[src/rtl/ad_oversampler.sv]
// Serial ADC front end: frames nCS, captures DATA_BITS of each frame and
// averages 2^AVG_LOG2 consecutive samples into a level output.
module ad_oversampler #(
  parameter int unsigned FRAME_BITS   = 16,
  parameter int unsigned LEAD_BITS    = 4,
  parameter int unsigned DATA_BITS    = 8,
  parameter int unsigned QUIET_CYCLES = 2,
  parameter int unsigned AVG_LOG2     = 2
) (
  input  logic                 clock,
  input  logic                 reset,
  input  logic                 enable,
  input  logic                 SDATA,
  output logic                 nCS,
  output logic [DATA_BITS-1:0] sample,
  output logic                 sampleValid,
  output logic [DATA_BITS-1:0] level,
  output logic                 levelValid,
  output logic                 busy
);

  localparam int unsigned BIT_W   = (FRAME_BITS > 1) ? $clog2(FRAME_BITS) : 1;
  localparam int unsigned QUIET_W = (QUIET_CYCLES > 1) ? $clog2(QUIET_CYCLES) : 1;
  localparam int unsigned CNT_W   = (AVG_LOG2 > 0) ? AVG_LOG2 : 1;
  localparam int unsigned ACC_W   = DATA_BITS + AVG_LOG2;

  localparam logic [BIT_W-1:0]   LAST_BIT   = BIT_W'(FRAME_BITS - 1);
  localparam logic [BIT_W-1:0]   CAP_FIRST  = BIT_W'(LEAD_BITS);
  localparam logic [BIT_W-1:0]   CAP_LAST   = BIT_W'(LEAD_BITS + DATA_BITS - 1);
  localparam logic [QUIET_W-1:0] QUIET_LAST = QUIET_W'(QUIET_CYCLES - 1);
  localparam logic [CNT_W-1:0]   COUNT_LAST = CNT_W'((1 << AVG_LOG2) - 1);

  localparam logic [1:0] IDLE    = 2'd0;
  localparam logic [1:0] CONVERT = 2'd1;
  localparam logic [1:0] QUIET   = 2'd2;

  logic [1:0]           state, stateD;
  logic [BIT_W-1:0]     bitIndex, bitIndexD;
  logic [QUIET_W-1:0]   quietCnt, quietCntD;
  logic [DATA_BITS-1:0] shiftReg, shiftD;
  logic [DATA_BITS-1:0] sampleD, levelD;
  logic                 sampleValidD, levelValidD;
  logic [ACC_W-1:0]     acc, accD, accSum;
  logic [CNT_W-1:0]     count, countD;
  logic                 captureBit;

  assign captureBit = (bitIndex >= CAP_FIRST) && (bitIndex <= CAP_LAST);
  assign busy       = (state != IDLE);

  always_comb begin
    stateD       = state;
    bitIndexD    = bitIndex;
    quietCntD    = quietCnt;
    shiftD       = shiftReg;
    sampleD      = sample;
    sampleValidD = 1'b0;
    levelD       = level;
    levelValidD  = 1'b0;
    accD         = acc;
    countD       = count;
    accSum       = '0;
    case (state)
      IDLE: begin
        if (enable) begin
          stateD    = CONVERT;
          bitIndexD = '0;
        end
      end
      CONVERT: begin
        if (captureBit) begin
          shiftD = (shiftReg << 1) | DATA_BITS'(SDATA);
        end
        bitIndexD = bitIndex + 1'b1;
        if (bitIndex == LAST_BIT) begin
          stateD       = QUIET;
          quietCntD    = '0;
          sampleD      = shiftD;
          sampleValidD = 1'b1;
          // Accumulator is wide enough for 2^AVG_LOG2 full-scale samples.
          accSum       = acc + ACC_W'(shiftD);
          if (count == COUNT_LAST) begin
            levelD      = accSum[ACC_W-1 -: DATA_BITS];
            levelValidD = 1'b1;
            accD        = '0;
            countD      = '0;
          end else begin
            accD   = accSum;
            countD = count + 1'b1;
          end
        end
      end
      QUIET: begin
        quietCntD = quietCnt + 1'b1;
        if (quietCnt == QUIET_LAST) begin
          bitIndexD = '0;
          if (enable) begin
            stateD = CONVERT;
          end else begin
            // A partial average never spans an idle gap.
            stateD = IDLE;
            accD   = '0;
            countD = '0;
          end
        end
      end
      default: stateD = IDLE;
    endcase
  end

  always_ff @(posedge clock) begin
    if (reset) begin
      state       <= IDLE;
      bitIndex    <= '0;
      quietCnt    <= '0;
      shiftReg    <= '0;
      sample      <= '0;
      sampleValid <= 1'b0;
      level       <= '0;
      levelValid  <= 1'b0;
      acc         <= '0;
      count       <= '0;
      nCS         <= 1'b1;
    end else begin
      state       <= stateD;
      bitIndex    <= bitIndexD;
      quietCnt    <= quietCntD;
      shiftReg    <= shiftD;
      sample      <= sampleD;
      sampleValid <= sampleValidD;
      level       <= levelD;
      levelValid  <= levelValidD;
      acc         <= accD;
      count       <= countD;
      nCS         <= (stateD != CONVERT);
    end
  end

endmodule

[config.mk]
export PLATFORM = sky130hd
export DESIGN_NAME = ad_oversampler
export DESIGN_NICKNAME = d
export VERILOG_FILES = /design/src/rtl/ad_oversampler.sv
export SDC_FILE = /design/constraint.sdc
export NUM_CORES = 1
export LEC_CHECK = 0
export CORE_ASPECT_RATIO = 2
export CORE_MARGIN = 5
export CORE_UTILIZATION = 40
export DETAILED_ROUTE_END_ITERATION = 10
export PLACE_DENSITY = 0.56
export SETUP_SLACK_MARGIN = 0.05
export SYNTH_ARGS = -nofsm -noshare
export SYNTH_HDL_FRONTEND = slang
export SYNTH_SLANG_ARGS = --single-unit
[constraint.sdc]
create_clock -name clock -period 6.2 [get_ports clock]
set_input_delay 0.62 -clock clock [delete_from_list [all_inputs] [get_ports clock]]
set_output_delay 0.62 -clock clock [all_outputs]
set_load 0.02 [all_outputs]
==> out/qor.yml <==
status: "completed"
peakVddDrop_mv: 0.174
tritoncts_num_sinks: 46
design.die.area_mm2: 0.00723
clkPwrFrac_pct: 38.3
insertion_delay_ns: 0.29
rsz0062_at_grt: "no"
synthToLayoutAreaGrowth_pct: 16.0
numPlacedInstances: 328
buffer_ports.inserted: 23
cell_pwr_density_mw_per_mm2: 224
cp.arrival_ns: 3.26
hold_path.class: "reg2reg"
fin_tns_setup_ns: 0
met1Wirelength_mm: 1.98
asyncSetResetFlopFracSynth_pct: 0
initial_utilization_pct: 41.0
synth_commonest_cells: "sky130_fd_sc_hd__nor2_1 (47), sky130_fd_sc_hd__dfxtp_1 (46), sky130_fd_sc_hd__a211oi_1 (19)"
detailroute.wirelength.met2_mm: 2.57
post-route-period-util_pct: 48.6
fmaxAchievable_ghz: 0.332
detailed_place_hpwl_mm: 3.49
synth_top_area_share_pct: 41.5
tritoncts: "yes"
switching_power_mw: 0.138
maxSlewViolCount: 0
vias_in_the_first_global_route: 1747
io_pins: 24
pwr-share-seq_pct: 53.2
final_critical_period_ns: 3.02
share_comb_of_total_power_pct: 8.5
timing.final.setup_violations: 0
drt_first_pass_iters: 5
placed_cell_area_mm2: 0.00247
synth_enable_flop_cells: 0
synthDistinctLibCells: 35
worst-setup-path-type: "reg2reg"
design.final.nets: 291
post_synth_main_area_contributors: "sky130_fd_sc_hd__dfxtp_1 (41%), sky130_fd_sc_hd__nor2_1 (7.9%), sky130_fd_sc_hd__a211oi_1 (6.4%)"
clock_tree.buffer_depth: 2
syn_avg_cell_area_um2: 8.54
synth_flop_cell: "sky130_fd_sc_hd__dfxtp_1"
postLayoutCoreUtil_pct: 47.5
antenna_diode_instance_count: 0
wirelength_mm: 4.76
routedWlPerCell_um: 14.2
netSwitchingFraction_pct: 23.9
synthCells: 260
topRoutingLayerUsed: "met4"
finalNonFillerCells: 336
routed-via-count: 1795
ctsRootBufferMaster: "sky130_fd_sc_hd__clkbuf_8"
critical_path.max_fanout: 8
coreArea_mm2: 0.00542
synth_top_area_cell: "sky130_fd_sc_hd__dfxtp_1"
chipHeight_um: 115
drtAntennaViolNets: 0
cts.hold.buffers_added: 0
final-hold-violation-count: 0
post-route-drc-count: 0
grt_pass1_wl_mm: 8.30
worstSetupEndpointType: "flop"
cts-resized-gates: 0
grt_max_degree: 57
cts_buffers: 5
grt_util_all_layers_pct: 14.1
share_of_cells_above_drive_strength_1_pct: 5.07
finalInstanceArea_mm2: 0.00257
fp-row-count: 38
synth_nets: 276
fin_total_pwr_mw: 0.578
htreeDepth: 2
detailroute.wirelength.met3_um: 87
transition_at_the_pin_with_the_smallest_max_transition_slack_ns: 0.874
antenna_violations_before_repair: 0
startpoint_type: "flop"
crit_required_ns: 6.44
clock_transition_at_the_registers_of_the_reported_paths_ns: 0.09
synth_most_common_cell: "sky130_fd_sc_hd__nor2_1"
power.leakage_nw: 1.01
p_int_mw: 0.439
overflow: 0
final_estimated_routing_congestion_in_global_placement: 0.833
worst_slew_margin_relative_to_its_limit_pct: 41.5
via_count_normalized_by_instance_count: 5.34
drt_iter0_markers: 71
die_width_um: 62.7
seq_area_frac_synth_pct: 41.5
yosys_warnings: 0
post_cts_buffers: 0
cap_violations: 0
ys_ff_latch: 46
finalClockSkew_ns: 0.00617
syn_area_mm2: 0.00222
[cells by family after synthesis]
group | Yosys count | share of synthesized area (%)
simple gates | 103 | 23.3
compound gates | 57 | 17.1
flops | 46 | 41.5
buf+inv | 29 | 5.35
fa+ha+maj | 12 | 7.10
mux | 9 | 4.06
xor+xnor | 4 | 1.58
[cell usage in the layout (no fill, tap or decap)]
master,netlist,final
sky130_fd_sc_hd__nor3b_1,1,1
sky130_fd_sc_hd__a31oi_1,3,3
sky130_fd_sc_hd__o21ai_1,1,1
sky130_fd_sc_hd__nor2b_1,1,1
sky130_fd_sc_hd__a21o_1,2,2
sky130_fd_sc_hd__nand3b_1,7,7
sky130_fd_sc_hd__nand2_1,15,15
sky130_fd_sc_hd__o21ai_0,4,4
sky130_fd_sc_hd__xnor2_1,1,1
sky130_fd_sc_hd__dfxtp_1,46,46
sky130_fd_sc_hd__ha_1,11,11
sky130_fd_sc_hd__fa_1,1,1
sky130_fd_sc_hd__nand3_1,8,8
sky130_fd_sc_hd__mux2i_1,9,9
sky130_fd_sc_hd__a22oi_1,7,7
sky130_fd_sc_hd__nand2_2,1,1
sky130_fd_sc_hd__and4b_1,1,1
sky130_fd_sc_hd__o21a_1,1,1
sky130_fd_sc_hd__or4_1,5,5
sky130_fd_sc_hd__clkbuf_8,0,5
sky130_fd_sc_hd__nor2_1,47,47
sky130_fd_sc_hd__and2_1,2,2
sky130_fd_sc_hd__clkdlybuf4s50_1,0,23
sky130_fd_sc_hd__or3_1,3,3
sky130_fd_sc_hd__a21oi_1,18,18
sky130_fd_sc_hd__inv_1,12,12
sky130_fd_sc_hd__xor2_1,3,3
sky130_fd_sc_hd__o31ai_4,1,1
sky130_fd_sc_hd__o211ai_1,1,1
sky130_fd_sc_hd__buf_4,0,2
sky130_fd_sc_hd__or2_2,2,2
sky130_fd_sc_hd__a211oi_1,19,19
sky130_fd_sc_hd__and4_1,1,1
sky130_fd_sc_hd__nand4b_1,6,6
sky130_fd_sc_hd__bufinv_16,0,1
sky130_fd_sc_hd__nand4_1,1,1
sky130_fd_sc_hd__clkinv_2,0,2
sky130_fd_sc_hd__nand2b_1,2,2
[metrics by stage]
step,setup WS [ns],hold slack [ns]
4_1_cts,3.16,0.458
6_report,3.18,0.452
2_1_floorplan,3.35,0.436
3_5_place_dp,3.15,0.445
3_3_place_gp,3.19,0.440
5_1_grt,2.92,0.472
[critical path, stage by stage, from the launching register on]
cell	delay [ns]
sky130_fd_sc_hd__dfxtp_1	0.34
sky130_fd_sc_hd__ha_1	0.56
sky130_fd_sc_hd__mux2i_1	0.40
sky130_fd_sc_hd__inv_1	0.09
sky130_fd_sc_hd__ha_1	0.40
sky130_fd_sc_hd__nand2_2	0.09
sky130_fd_sc_hd__o31ai_4	0.28
sky130_fd_sc_hd__a31oi_1	0.21
sky130_fd_sc_hd__or4_1	0.50
sky130_fd_sc_hd__nand3_1	0.09
[flip-flops by register name (all words and copies together) (netlist names)]
register and flops:
shiftReg 8, level 8, state 2, levelValid 1, bitIndex 4, nCS 1
count 2, sampleValid 1, sample 8, quietCnt 1, acc 10
[power groups by stage]
stage | sequential (mW) | clock [mW] | combinational, mW
3_3_place_gp | 0.314 | 0 | 0.0501
5_1_grt | 0.308 | 0.239 | 0.0561
3_5_place_dp | 0.314 | 0 | 0.0502
2_1_floorplan | 0.312 | 0 | 0.0376
6_report | 0.307 | 0.221 | 0.0494
4_1_cts | 0.307 | 0.230 | 0.0502
[worst paths after layout]
path	start	to	slack (ns)	depth (start not counted)
min reg2reg	level[6]	level[6]	0.45	2
max reg2reg	bitIndex[2]	level[5]	3.18	9
max	bitIndex[2]	level[5]	3.18	9
min	level[6]	level[6]	0.45	2
[area by class of cell]
cell class                      instances  area (µm²)
Clock buffer                            5        68.8
Clock inverter                          3        40.0
Fill cell                             562        2850
Inverter                               12        45.0
Multi-Input combinational cell        185        1180
Sequential cell                        46         921
Tap cell                               60        75.1
Timing Repair Buffer                   25         245
[per-layer routing]
metal	global-route usage [%]	vias up
li1	-	942
met1	15.8	821
met2	25.6	24
met3	1.76	8
met4	6.94	0
met5	0	-
No activity file was read; power rests on OpenSTA's default activity.
